**config.mk**
```make
export PLATFORM = sky130hd
export DESIGN_NAME = ltc2195_spi_responder
export DESIGN_NICKNAME = d
export VERILOG_FILES = /design/src/rtl/ltc2195_spi_responder.sv
export SDC_FILE = /design/constraint.sdc
export NUM_CORES = 1
export LEC_CHECK = 0
export CAP_MARGIN = 0
export CORE_ASPECT_RATIO = 0.6
export CORE_MARGIN = 2
export CORE_UTILIZATION = 35
export DETAILED_ROUTE_END_ITERATION = 7
export GPL_TIMING_DRIVEN = 0
export SYNTH_ARGS = -nofsm -noshare
export SYNTH_HDL_FRONTEND = slang
export SYNTH_SLANG_ARGS = --single-unit
```
**constraint.sdc**
```tcl
create_clock -name clk_in -period 6.3 [get_ports clk_in]
set_input_delay 1.575 -clock clk_in [delete_from_list [all_inputs] [get_ports clk_in]]
set_output_delay 1.575 -clock clk_in [all_outputs]
set_load 0.05 [all_outputs]
```
**src/rtl/ltc2195_spi_responder.sv**
```systemverilog
// rtl/ltc2195_spi_responder.sv - LTC2195 serial port responder with register file.
// Define SPI_READBACK_EN to build the SDO read path; otherwise SDO/OE are tied low.
module ltc2195_spi_responder #(
  parameter int         SYNC_STAGES = 2,
  parameter logic [7:0] PD_RST      = 8'h00,
  parameter logic [7:0] TIMING_RST  = 8'h00,
  parameter logic [7:0] OUTMODE_RST = 8'h00,
  parameter logic [7:0] FORMAT_RST  = 8'h00
) (
  input  logic        clk_in,
  input  logic        rst_in,
  input  logic        spi_scs_in,
  input  logic        spi_sck_in,
  input  logic        spi_sdi_in,
  output logic        spi_sdo_out,
  output logic        spi_sdo_oe_out,
  output logic [7:0]  cfg_pd_out,
  output logic [7:0]  cfg_timing_out,
  output logic [7:0]  cfg_outmode_out,
  output logic [7:0]  cfg_format_out,
  output logic [15:0] cfg_tp_out,
  output logic        wr_strobe_out,
  output logic [6:0]  wr_addr_out,
  output logic        busy_out
);

  typedef enum logic [1:0] {IDLE, CMD, DATA, DONE} state_t;

  state_t                 state;
  logic [SYNC_STAGES-1:0] scs_sync, sck_sync, sdi_sync;
  logic                   cs_prev, sck_prev, armed;
  logic [2:0]             bit_cnt;
  logic [7:0]             cmd_sr;
  logic [6:0]             data_sr;

  logic cs_s, sck_s, sdi_s, sck_rise, sck_fall, cs_fall;
  logic [7:0] cmd_next, data_byte;

  assign cs_s      = scs_sync[SYNC_STAGES-1];
  assign sck_s     = sck_sync[SYNC_STAGES-1];
  assign sdi_s     = sdi_sync[SYNC_STAGES-1];
  assign sck_rise  = sck_s & ~sck_prev;
  assign sck_fall  = ~sck_s & sck_prev;
  // CS sync resets low so a chip select held low across reset is never seen as a fall.
  assign cs_fall   = armed & cs_prev & ~cs_s;
  assign cmd_next  = {cmd_sr[6:0], sdi_s};
  assign data_byte = {data_sr, sdi_s};

  always_ff @(posedge clk_in or posedge rst_in) begin
    if (rst_in) begin
      scs_sync <= '0;
      sck_sync <= '0;
      sdi_sync <= '0;
      cs_prev  <= 1'b0;
      sck_prev <= 1'b0;
      armed    <= 1'b0;
    end else begin
      scs_sync <= {scs_sync[SYNC_STAGES-2:0], spi_scs_in};
      sck_sync <= {sck_sync[SYNC_STAGES-2:0], spi_sck_in};
      sdi_sync <= {sdi_sync[SYNC_STAGES-2:0], spi_sdi_in};
      cs_prev  <= cs_s;
      sck_prev <= sck_s;
      armed    <= armed | cs_s;
    end
  end

  always_ff @(posedge clk_in or posedge rst_in) begin
    if (rst_in) begin
      state           <= IDLE;
      bit_cnt         <= 3'd0;
      cmd_sr          <= 8'h00;
      data_sr         <= 7'h00;
      cfg_pd_out      <= PD_RST;
      cfg_timing_out  <= TIMING_RST;
      cfg_outmode_out <= OUTMODE_RST;
      cfg_format_out  <= FORMAT_RST;
      cfg_tp_out      <= 16'h0000;
      wr_strobe_out   <= 1'b0;
      wr_addr_out     <= 7'h00;
      busy_out        <= 1'b0;
    end else begin
      wr_strobe_out <= 1'b0;
      busy_out      <= armed & ~cs_s;
      case (state)
        IDLE: begin
          bit_cnt <= 3'd0;
          if (cs_fall) state <= CMD;
        end
        CMD: begin
          if (cs_s) begin
            state   <= IDLE;
            bit_cnt <= 3'd0;
          end else if (sck_rise) begin
            cmd_sr  <= cmd_next;
            bit_cnt <= bit_cnt + 3'd1;
            if (bit_cnt == 3'd7) state <= DATA;
          end
        end
        DATA: begin
          if (cs_s) begin
            state   <= IDLE;
            bit_cnt <= 3'd0;
          end else if (sck_rise) begin
            data_sr <= data_byte[6:0];
            bit_cnt <= bit_cnt + 3'd1;
            if (bit_cnt == 3'd7) begin
              state <= DONE;
              if (!cmd_sr[7]) begin
                case (cmd_sr[6:0])
                  7'h00: if (data_byte[7]) begin
                    cfg_pd_out      <= PD_RST;
                    cfg_timing_out  <= TIMING_RST;
                    cfg_outmode_out <= OUTMODE_RST;
                    cfg_format_out  <= FORMAT_RST;
                    cfg_tp_out      <= 16'h0000;
                    wr_strobe_out   <= 1'b1;
                    wr_addr_out     <= 7'h00;
                  end
                  7'h01, 7'h02, 7'h03, 7'h04, 7'h05, 7'h06: begin
                    case (cmd_sr[2:0])
                      3'd1:    cfg_pd_out        <= data_byte;
                      3'd2:    cfg_timing_out    <= data_byte;
                      3'd3:    cfg_outmode_out   <= data_byte;
                      3'd4:    cfg_format_out    <= data_byte;
                      3'd5:    cfg_tp_out[15:8]  <= data_byte;
                      default: cfg_tp_out[7:0]   <= data_byte;
                    endcase
                    wr_strobe_out <= 1'b1;
                    wr_addr_out   <= cmd_sr[6:0];
                  end
                  default: ;
                endcase
              end
            end
          end
        end
        DONE: begin
          if (cs_s) begin
            state   <= IDLE;
            bit_cnt <= 3'd0;
          end
        end
        default: state <= IDLE;
      endcase
    end
  end

`ifdef SPI_READBACK_EN
  logic [6:0] rd_sr;
  logic [7:0] rd_byte;

  always_comb begin
    rd_byte = 8'h00;
    case (cmd_next[6:0])
      7'h01:   rd_byte = cfg_pd_out;
      7'h02:   rd_byte = cfg_timing_out;
      7'h03:   rd_byte = cfg_outmode_out;
      7'h04:   rd_byte = cfg_format_out;
      7'h05:   rd_byte = cfg_tp_out[15:8];
      7'h06:   rd_byte = cfg_tp_out[7:0];
      default: rd_byte = 8'h00;
    endcase
  end

  // The shift refills with data[0] so SDO parks on the last bit after the eighth fall.
  always_ff @(posedge clk_in or posedge rst_in) begin
    if (rst_in) begin
      rd_sr          <= 7'h00;
      spi_sdo_out    <= 1'b0;
      spi_sdo_oe_out <= 1'b0;
    end else if (cs_s || state == IDLE || state == DONE) begin
      spi_sdo_oe_out <= 1'b0;
    end else if (state == CMD && sck_rise && bit_cnt == 3'd7 && cmd_next[7]) begin
      rd_sr          <= rd_byte[6:0];
      spi_sdo_out    <= rd_byte[7];
      spi_sdo_oe_out <= 1'b1;
    end else if (state == DATA && sck_rise && bit_cnt == 3'd7) begin
      spi_sdo_oe_out <= 1'b0;
    end else if (state == DATA && sck_fall && spi_sdo_oe_out) begin
      spi_sdo_out <= rd_sr[6];
      rd_sr       <= {rd_sr[5:0], rd_sr[0]};
    end
  end
`else
  assign spi_sdo_out    = 1'b0;
  assign spi_sdo_oe_out = 1'b0;
`endif

endmodule
```
==> results of run 1 <==
logic make-up (layout without fill, tap and decap cells):
| group | Yosys count | after routing | share of synthesized area, % |
|---|---|---|---|
| AOI/OAI and AO/OA | 17 | 17 | 3.267 |
| adders and majority gates | 7 | 7 | 2.459 |
| buffers and inverters | 17 | 94 | 2.599 |
| DFF | 86 | 86 | 60.41 |
| muxes | 65 | 65 | 21.36 |
| other | 1 | 2 | 0.1053 |
| and+or+nand+nor | 47 | 47 | 9.800 |
per-layer routing:
metal	global-route usage, %	up-vias	wire length (um)	share of wire, %
met3	6.349	11	489	7.0
li1	-	992	-	-
met4	4.842	0	111	1.6
met5	0	-	0	0
met2	18.37	60	2617	38
met1	20.80	1042	3740	54
worst paths after layout:
path / start / endpoint / slack [ns] / cells past startpoint
setup / recovery: wr_addr_out[1] / wr_addr_out[1] / 3.20 / 1
hold / removal: sck_sync[0] / sck_sync[1] / 0.35 / 0
setup reg to reg: state[0] / cfg_pd_out[1] / 3.79 / 7
hold reg to reg: sck_sync[0] / sck_sync[1] / 0.35 / 0
max in group asynchronous: rst_in / armed / 4.19 / 3
min in group asynchronous: rst_in / cfg_tp_out[14] / 1.51 / 2
power by group:
part | total (mW) | leakage (nW) | switching, mW | internal [mW]
clock | 0.481 | 0.133 | 0.195 | 0.286
combinational | 0.223 | 0.930 | 0.136 | 0.0865
sequential | 0.603 | 1.17 | 0.0218 | 0.581
total | 1.31 | 2.23 | 0.353 | 0.954
cells in the final DEF, fill, tap and decap left out, types with 3 or more instances in the layout:
| cell type | instances |
|---|---|
| sky130_fd_sc_hd__dfrtp_1 | 86 |
| sky130_fd_sc_hd__clkdlybuf4s50_1 | 61 |
| sky130_fd_sc_hd__mux2_2 | 56 |
| sky130_fd_sc_hd__clkbuf_16 | 9 |
| sky130_fd_sc_hd__mux2_4 | 8 |
| sky130_fd_sc_hd__and2_2 | 7 |
| sky130_fd_sc_hd__ha_1 | 7 |
| sky130_fd_sc_hd__a21oi_1 | 6 |
| sky130_fd_sc_hd__nor2_1 | 6 |
| sky130_fd_sc_hd__clkbuf_1 | 5 |
| sky130_fd_sc_hd__nand2_1 | 5 |
| sky130_fd_sc_hd__and2_1 | 5 |
| sky130_fd_sc_hd__inv_1 | 5 |
| sky130_fd_sc_hd__nor3b_1 | 4 |
| sky130_fd_sc_hd__buf_2 | 3 |
| sky130_fd_sc_hd__clkbuf_8 | 3 |
| sky130_fd_sc_hd__a22o_1 | 3 |
per-stage QoR:
| stage | util (%) | instance area (sq um) | hold slack [ns] |
|---|---|---|---|
| floorplan | - | 3566 | 0.3312 |
| global placement | 43.98 | 4345 | 0.3333 |
| detailed placement | 44.29 | 4375 | 0.3363 |
| CTS | 47.01 | 4644 | 0.3491 |
| global route | 47.01 | 4644 | 0.3518 |
| finish | 47.01 | 4644 | 0.3478 |
registers in the layout, summed over array words and instances (netlist names), 2 cells and up:
name	cells
sdi_sync	2
data_sr	7
cfg_pd_out	8
scs_sync	2
bit_cnt	3
state	2
sck_sync	2
cfg_format_out	8
cfg_tp_out	16
cfg_timing_out	8
cfg_outmode_out	8
cmd_sr	8
wr_addr_out	7
area by class of cell:
cell class | instances | area (sq um)
Inverter | 6 | 25.02
Multi-Input combinational cell | 138 | 1321
Fill cell | 886 | 5235
Tap cell | 135 | 168.9
Buffer | 11 | 70.07
Clock buffer | 14 | 264.0
Sequential cell | 86 | 2152
Timing Repair Buffer | 62 | 638.1
Clock inverter | 1 | 5.005
==> reports/qor.yml, run 1 <==
pwr:
  power_leakage_nw: 2.230
  power_per_cell_area_nw_per_um2: 281.4
  report.power.total_mw: 1.307
  peakVddDrop_uv: 136.2
routing:
  drt_pre_antenna_iters: 4
  route.detailed.wl_per_inst_um: 15.36
  dr.first_iter.drc_count: 80
  postRouteAntennaNets: 0
  post_drt_via_cell_ratio: 4.647
  wirelength_mm: 6.958
  via_count: 2105
  drcViolationCount: 0
placed_design:
  dp_hpwl_mm: 4.784
  gpl.final_weighted_congestion: 0.6892
  worst_setup_slack_post_dpl_ns: 3.553
  buffer_ports.inserted: 61
  place_inst: 438
cts:
  cts_repair_resize_count: 0
  cts_buffers: 9
  cts_hold_buffers: 0
  cts.sink_count: 86
  cts.reportedPaths.clkPinSlew_ns: 0.06
  clk_path_buf_depth: 2
  cts_tree: "yes"
  h-tree-depth: 3
  insertion_delay_ns: 0.34
  postCtsSetupRepairBufs: 0
  ctsRootBufferMaster: "sky130_fd_sc_hd__clkbuf_16"
sta:
  slew_violations: 0
  clock.fmax_mhz: 322.5
  setup_total_negative_slack_ns: 0
  grt_setup_unrepaired: "false"
  layout_setup_ws_ns: 3.199
  transition_at_the_pin_with_the_smallest_max_transition_slack_ns: 0.8721
  final_cycle_utilization_of_the_critical_path_pct: 49.22
  timing.final.setup_violations: 0
  relSlewSlack_pct: 41.41
  final_hold_violations: 0
  clock_skew_ns: 0.005263
  post-route-min-period_ns: 3.101
global_routing:
  global_route.overflow_total: 0
  number_of_antenna_violations_at_the_first_check_in_global_routing: 0
  grt_max_degree: 73
  number_of_global_route_vias_before_repair: 2116
  global_route_wire_length_before_repair_mm: 11.63
  grt_use_total_pct: 14.24
synth:
  synth_area_leaders: "sky130_fd_sc_hd__dfrtp_1, sky130_fd_sc_hd__mux2_2, sky130_fd_sc_hd__mux2_4"
  postSynth.topFlopCell: "sky130_fd_sc_hd__dfrtp_1"
  synth-async-reset-ratio_pct: 100.0
  yosys.cell_count.top_type: "sky130_fd_sc_hd__dfrtp_1"
  yosys.cell_types.count: 40
  synth.yosys.seq_area_share_pct: 60.41
  synth_top_area_cell: "sky130_fd_sc_hd__dfrtp_1"
  synth.cell_area_sq_um: 3562
  post_synth_inst_count: 240
  synth_edf_count: 0
  syn-mean-instance-area_sq_um: 14.84
  yosysTopAreaCellShare_pct: 60.41
  synth.top_cells.by_count: "sky130_fd_sc_hd__dfrtp_1, sky130_fd_sc_hd__mux2_2, sky130_fd_sc_hd__mux2_4"
  ys_warn_count: 0
  synth-seq-cells: 86
floorplanning:
  num_io_pins: 64
  chipWidth_um: 134.2
  placement_rows: 28
  die_area_sq_um: 11030
  core_sq_um: 9879
  die_height_um: 82.15
  initial_utilization_pct: 36.06
critical_path:
  worstPathArrival_ns: 1.53
  critical_path.endpoint_type: "output pin"
  path_delay_family: "buffers and inverters"
  critPathKind: "register to output pin"
  slowest_cell_on_crit_path: "sky130_fd_sc_hd__clkdlybuf4s50_1"
  critPathLaunchType: "register"
  cpPeakStageDelay_ns: 0.82
  crit_chain: "clkdlybuf4s50_1"
  cp.buffers_inverters: 1
  timing.critical_path.fanout_max: 2
  timing.critical_path.required_ns: 4.72
final_layout:
  post_layout_nonfiller_instances: 453
  diodes: 0
  area_growth_from_synthesis_to_final_layout_pct: 30.38
  nNetsFinal: 326
  post_route_cells_drive_above_1_share_pct: 32.39
run_status:
  status: "finished, final reports clean"
worst_hold_path:
  timing.hold.worst.class: "register to register"
job:
  max-cap-violations: 0
Note: power is estimated with default switching activity, not from simulation.
==> run 2, diff against run 1 <==
Clock period 6.3 ns to 2.9 ns, I/O delays scaled along.
==> run 2 against run 1 <==
  * Routed wire length decreased by 0.33%
  * First-iteration DRC count increased by 3.8%
  * Sequential power increased by 120%
  * Flip-flop and latch count unchanged
  * Via count unchanged
  * Worst setup slack got worse by 2.8 ns
  * Global-route usage decreased by 0.14 points
  * Die area unchanged
  * Power increased by 120%
  * Register-to-register slack got worse by 3.4 ns
  * Clock skew decreased by 0.0017 ns
==> reports/qor.yml, run 2 (synthesized netlist as in run 1, its figures left out) <==
critical_path:
  cp.buffers_inverters: 2  # +1
  critical_path.reg2reg.endpoint: "cfg_pd_out[5]"
  reg2reg_slack_ns: 0.39  # -3.40 ns
  critPathKind: "register to register"
  worst_r2r_startpoint: "state[0]"
  worst_r2r_path_depth: 7  # unchanged
  slowest_cell_on_crit_path: "sky130_fd_sc_hd__nor4_4"
  cpPeakStageDelay_ns: 0.66  # -0.16 ns
  worstPathArrival_ns: 2.73  # +1.20 ns
  timing.critical_path.required_ns: 3.12  # -1.60 ns
  critical_path.endpoint_type: "register"
  timing.critical_path.fanout_max: 9  # +7
  crit_chain: "inv_1 -> ha_1 -> and4bb_2 -> clkbuf_8 -> nand3b_4 -> nor4_4 -> mux2_2"
  path_delay_family: "simple AND/OR/NAND/NOR gates"
  critPathLaunchType: "register"
global_routing:
  number_of_antenna_violations_at_the_first_check_in_global_routing: 0  # unchanged
  global_route.overflow_total: 0  # unchanged
  global_route_wire_length_before_repair_mm: 11.61  # -0.18%
  grt_use_total_pct: 14.10  # -0.14 points
  number_of_global_route_vias_before_repair: 2148  # +1.5%
  grt_max_degree: 37  # -49%
pwr:
  seqPwrFrac_pct: 46.2  # about the same
  report.power.total_mw: 2.837  # +120%
  sw_frac_of_total_pct: 27.79  # +0.76 points
  power_leakage_nw: 2.233  # +0.12%
  share_clk_of_total_power_pct: 37.1  # +0.3 points
  switchingPower_mw: 0.7883  # +120%
  peakVddDrop_uv: 362.6  # +170%
  comb_power_share_pct: 16.7  # -0.3 points
  power_report.internal_total_mw: 2.048  # +110%
  power_per_cell_area_nw_per_um2: 607.0  # +120%
sta:
  timing.final.setup_violations: 0  # unchanged
  post-route-min-period_ns: 2.507
  relSlewSlack_pct: 45.32  # +3.9 points
  final_hold_violations: 0  # unchanged
  final_cycle_utilization_of_the_critical_path_pct: 86.45
  clock_skew_ns: 0.003526  # -0.001737 ns
  transition_at_the_pin_with_the_smallest_max_transition_slack_ns: 0.8139  # -0.05817 ns
  slew_violations: 0  # unchanged
  clock.fmax_mhz: 398.9
  grt_setup_unrepaired: "false"
  layout_setup_ws_ns: 0.3929  # -2.806 ns
  setup_total_negative_slack_ns: 0  # unchanged
routing:
  drt_pre_antenna_iters: 4  # unchanged
  route.detailed.wl_per_inst_um: 15.24  # -0.77%
  postRouteAntennaNets: 0  # unchanged
  via_count: 2105  # unchanged
  post_drt_via_cell_ratio: 4.626  # -0.44%
  dr.first_iter.drc_count: 83  # +3.8%
  wirelength_mm: 6.935  # -0.33%
  drcViolationCount: 0  # unchanged
cts:
  cts.reportedPaths.clkPinSlew_ns: 0.06  # about the same
  cts_tree: "yes"
  ctsRootBufferMaster: "sky130_fd_sc_hd__clkbuf_16"
  cts.sink_count: 86  # unchanged
  cts_hold_buffers: 0  # unchanged
  h-tree-depth: 3  # unchanged
  clk_path_buf_depth: 2  # unchanged
  insertion_delay_ns: 0.33  # about the same
  cts_buffers: 9  # unchanged
  cts_repair_resize_count: 0  # unchanged
  postCtsSetupRepairBufs: 0  # unchanged
final_layout:
  largest_reg_flops: 16  # unchanged
  layout_commonest_cell: "sky130_fd_sc_hd__dfrtp_1"
  layout_common_cells: "sky130_fd_sc_hd__dfrtp_1, sky130_fd_sc_hd__clkdlybuf4s50_1, sky130_fd_sc_hd__mux2_2"
  nFillCells: 897  # +1.2%
  diodes: 0  # unchanged
  area_growth_from_synthesis_to_final_layout_pct: 31.19
  largest_register: "cfg_tp_out"
  post_route_cells_drive_above_1_share_pct: 33.75  # +1.4 points
  multi_input_comb_area_sq_um: 1321  # unchanged
  ff_latch_area_sq_um: 2152  # unchanged
  nNetsFinal: 327  # +0.31%
worst_hold_path:
  whs_endpoint: "sck_sync[1]"
  cells_on_worst_hold_path: 0  # unchanged
  timing.hold.worst.class: "register to register"
  min_from: "sck_sync[0]"
floorplanning:
  num_io_pins: 64  # unchanged
  die_area_sq_um: 11030  # unchanged
  chipWidth_um: 134.2  # unchanged
  core_sq_um: 9879  # unchanged
  initial_utilization_pct: 36.06  # unchanged
  die_height_um: 82.15  # unchanged
  placement_rows: 28  # unchanged
run_status:
  status: "finished, final reports clean"
placed_design:
  buffer_ports.inserted: 61  # unchanged
  gpl.final_weighted_congestion: 0.7296  # +5.9%
  worst_setup_slack_post_dpl_ns: 0.4020  # -3.151 ns
  dp_hpwl_mm: 4.856  # +1.5%
job:
  max-cap-violations: 0  # unchanged
run 2: cell types whose count changed in the layout (fill, tap and decap cells not counted):
cell / previous run / this run
sky130_fd_sc_hd__inv_4: 1 / 0
sky130_fd_sc_hd__buf_12: 0 / 1
sky130_fd_sc_hd__clkbuf_8: 3 / 2
sky130_fd_sc_hd__clkinv_2: 1 / 3
sky130_fd_sc_hd__clkinvlp_4: 0 / 4
sky130_fd_sc_hd__clkbuf_1: 5 / 2
run 2: power groups by stage:
stage                     Clock [mW]  Combinational, mW  Sequential [mW]
after CTS                       1.08              0.479             1.31
final                           1.05              0.475             1.31
after global placement             0              0.462             1.33
after floorplan                    0              0.366             1.32
after global routing            1.15              0.541             1.32
after detailed placement           0              0.477             1.33
run 2: through the flow:
| step | cells | hold slack, ns | instance area (sq um) | utilization (%) |
|---|---|---|---|---|
| after floorplan | 241 | 0.3312 | 3570 | - |
| final | 455 | 0.3484 | 4673 | 47.30 |
| after global placement | 437 | 0.3333 | 4349 | 44.02 |
| after detailed placement | 439 | 0.3347 | 4397 | 44.50 |
| after global routing | 455 | 0.3555 | 4673 | 47.30 |
| after CTS | 455 | 0.3492 | 4673 | 47.30 |
run 2: how the worst max path moves through the flow:
stage          startpoint           endpoint  slack, ns  cells after the start
4_1_cts          state[0]      cfg_pd_out[5]       0.38                      7
3_5_place_dp     state[0]      cfg_pd_out[5]       0.40                      7
2_1_floorplan    state[0]  cfg_timing_out[0]       0.68                      8
5_1_grt          state[0]  cfg_format_out[1]       0.27                      7
6_report         state[0]      cfg_pd_out[5]       0.39                      7
3_3_place_gp       rst_in        scs_sync[0]       0.20                      2
run 2: metal layers:
layer / GRT usage [%] / share of wire [%]
met3: 5.372 / 7.4
met2: 18.78 / 38
met5: 0 / 0
met1: 20.86 / 53
met4: 4.421 / 1.2
run 2: cell type report:
type	instances	share of cell area, %
Multi-Input combinational cell	138	28.27
Timing Repair Buffer	63	14.08
Tap cell	135	3.614
Sequential cell	86	46.05
Clock buffer	10	5.114
Buffer	11	1.499
Clock inverter	6	0.8032
Inverter	6	0.5622
==> run 3, diff against run 2 <==
Settings changed: MAX_ROUTING_LAYER set to met4.
==> run 3 against run 2 <==
  * Final cell count is the same
  * Largest power group unchanged
  * Sequential share of layout area is the same
  * Clock-buffer cell count is the same
  * Flip-flop and latch count is the same
  * Critical path depth is the same
  * Register-to-register slack is essentially flat
  * Clock power is essentially flat
  * Sequential power is essentially flat
  * Fmax grew 0.27%
  * Global-route usage grew 0.39 points
==> reports/qor.yml, run 3 (synthesized netlist as in run 1, its figures left out) <==
cts:
  cts_buffers: 9  # unchanged
  ctsRootBufferMaster: "sky130_fd_sc_hd__clkbuf_16"
  cts.reportedPaths.clkPinSlew_ns: 0.06  # about the same
  cts_tree: "yes"
  clk_path_buf_depth: 2  # unchanged
  h-tree-depth: 3  # unchanged
  cts_repair_resize_count: 0  # unchanged
  cts.sink_count: 86  # unchanged
  insertion_delay_ns: 0.34  # about the same
  postCtsSetupRepairBufs: 0  # unchanged
  cts_hold_buffers: 0  # unchanged
critical_path:
  worst_r2r_startpoint: "state[0]"
  worst_r2r_path_depth: 7  # unchanged
  worstPathArrival_ns: 2.72  # about the same
  critical_path.reg2reg.endpoint: "cfg_pd_out[5]"
  critPathLaunchType: "register"
  timing.critical_path.required_ns: 3.12  # about the same
  reg2reg_slack_ns: 0.40  # about the same
  critPathKind: "register to register"
  setup.worst_path.start: "state[0]"
  timing.critical_path.fanout_max: 9  # unchanged
  critical_path.endpoint_type: "register"
routing:
  post_drt_via_cell_ratio: 4.626  # unchanged
  route.detailed.wl_per_inst_um: 15.18  # -0.43%
  wirelength_mm: 6.905  # -0.43%
  dr.first_iter.drc_count: 87  # +4.8%
  drt_pre_antenna_iters: 4  # unchanged
  via_count: 2105  # unchanged
  postRouteAntennaNets: 0  # unchanged
  drcViolationCount: 0  # unchanged
sta:
  post-route-min-period_ns: 2.500  # -0.006710 ns
  grt_setup_unrepaired: "false"
  clock_skew_ns: 0.003771  # +0.0002448 ns
  timing.final.setup_violations: 0  # unchanged
  final_cycle_utilization_of_the_critical_path_pct: 86.22  # -0.23 points
  transition_at_the_pin_with_the_smallest_max_transition_slack_ns: 0.8118  # -0.002167 ns
  clock.fmax_mhz: 399.9  # +0.27%
  setup_total_negative_slack_ns: 0  # unchanged
  slew_violations: 0  # unchanged
  final_hold_violations: 0  # unchanged
  relSlewSlack_pct: 45.47  # +0.15 points
  layout_setup_ws_ns: 0.3996  # +0.006710 ns
final_layout:
  largest_reg_flops: 16  # unchanged
  nNetsFinal: 327  # unchanged
  layout_common_cells: "sky130_fd_sc_hd__dfrtp_1, sky130_fd_sc_hd__clkdlybuf4s50_1, sky130_fd_sc_hd__mux2_2"
  final_core_utilization_pct: 47.30  # unchanged
  layout_commonest_cell: "sky130_fd_sc_hd__dfrtp_1"
  post_route_cells_drive_above_1_share_pct: 33.75  # unchanged
  diodes: 0  # unchanged
  nFillCells: 897  # unchanged
  area_growth_from_synthesis_to_final_layout_pct: 31.19  # unchanged
  largest_register: "cfg_tp_out"
  post_layout_nonfiller_instances: 455  # unchanged
global_routing:
  number_of_antenna_violations_at_the_first_check_in_global_routing: 0  # unchanged
  grt_use_total_pct: 14.48  # +0.39 points
  global_route_wire_length_before_repair_mm: 11.59  # -0.17%
  number_of_global_route_vias_before_repair: 2142  # -0.28%
  global_route.overflow_total: 0  # unchanged
  grt_max_degree: 37  # unchanged
placed_design:
  gpl.final_weighted_congestion: 0.7384  # +1.2%
  worst_setup_slack_post_dpl_ns: 0.4020  # unchanged
  buffer_ports.inserted: 61  # unchanged
  place_inst: 439  # unchanged
  dp_hpwl_mm: 4.856  # unchanged
floorplanning:
  die_area_sq_um: 11030  # unchanged
  placement_rows: 28  # unchanged
  num_io_pins: 64  # unchanged
  initial_utilization_pct: 36.06  # unchanged
  chipWidth_um: 134.2  # unchanged
  die_height_um: 82.15  # unchanged
  core_sq_um: 9879  # unchanged
pwr:
  share_clk_of_total_power_pct: 37.1  # about the same
  seqPwrFrac_pct: 46.2  # about the same
  switchingPower_mw: 0.7860  # -0.30%
  power_per_cell_area_nw_per_um2: 606.4  # about the same
  comb_power_share_pct: 16.7  # about the same
  sw_frac_of_total_pct: 27.73  # -0.058 points
  peakVddDrop_uv: 362.2  # about the same
  power_report.internal_total_mw: 2.048  # about the same
  power_leakage_nw: 2.233  # unchanged
worst_hold_path:
  whs_endpoint: "sck_sync[1]"
  cells_on_worst_hold_path: 0  # unchanged
  min_from: "sck_sync[0]"
  timing.hold.worst.class: "register to register"
run_status:
  status: "finished, final reports clean"
job:
  max-cap-violations: 0  # unchanged
[run 3: cell counts in the layout (fill, tap and decap cells not counted)]
Identical to the previous run, type by type.
[run 3: worst max-delay path: stages (launching register included)]
cell	delay [ns]
sky130_fd_sc_hd__dfrtp_1	0.40
sky130_fd_sc_hd__inv_1	0.13
sky130_fd_sc_hd__ha_1	0.21
sky130_fd_sc_hd__and4bb_2	0.24
sky130_fd_sc_hd__clkbuf_8	0.17
sky130_fd_sc_hd__nand3b_4	0.15
sky130_fd_sc_hd__nor4_4	0.66
sky130_fd_sc_hd__mux2_2	0.42
[run 3: how the worst max path moves through the flow]
stage,endpoint,slack (ns),depth (start not counted)
after floorplan,cfg_timing_out[0],0.68,8
after global placement,scs_sync[0],0.20,2
after detailed placement,cfg_pd_out[5],0.40,7
after CTS,cfg_pd_out[5],0.38,7
after global routing,cfg_format_out[1],0.27,7
final,cfg_pd_out[5],0.40,7
[run 3: per-stage QoR]
stage	instance area [sq um]	power, mW	hold WS, ns
after floorplan	3570	1.688	0.3312
after global placement	4349	1.792	0.3333
after detailed placement	4397	1.808	0.3347
after CTS	4673	2.871	0.3492
after global routing	4673	3.005	0.3557
final	4673	2.834	0.3484
[run 3: cell type report]
cell class | count | area, sq um | area share (%)
multi-input combinational | 138 | 1321 | 28.27
tap | 135 | 168.9 | 3.614
clock buffer | 10 | 239.0 | 5.114
sequential | 86 | 2152 | 46.05
buffer | 11 | 70.07 | 1.499
clock inverter | 6 | 37.54 | 0.8032
timing repair buffer | 63 | 658.1 | 14.08
inverter | 6 | 26.28 | 0.5622
[run 3: power by group through the flow]
stage / sequential [mW] / combinational (mW) / clock [mW]
4_1_cts: 1.31 / 0.479 / 1.08
3_5_place_dp: 1.33 / 0.477 / 0
6_report: 1.31 / 0.474 / 1.05
2_1_floorplan: 1.32 / 0.366 / 0
5_1_grt: 1.32 / 0.541 / 1.14
3_3_place_gp: 1.33 / 0.462 / 0
[run 3: per-layer routing]
layer,global-route usage (%),wire length (um)
met1,20.89,3663
met2,18.83,2653
met3,4.701,498
met4,5.053,89
met5,-,0
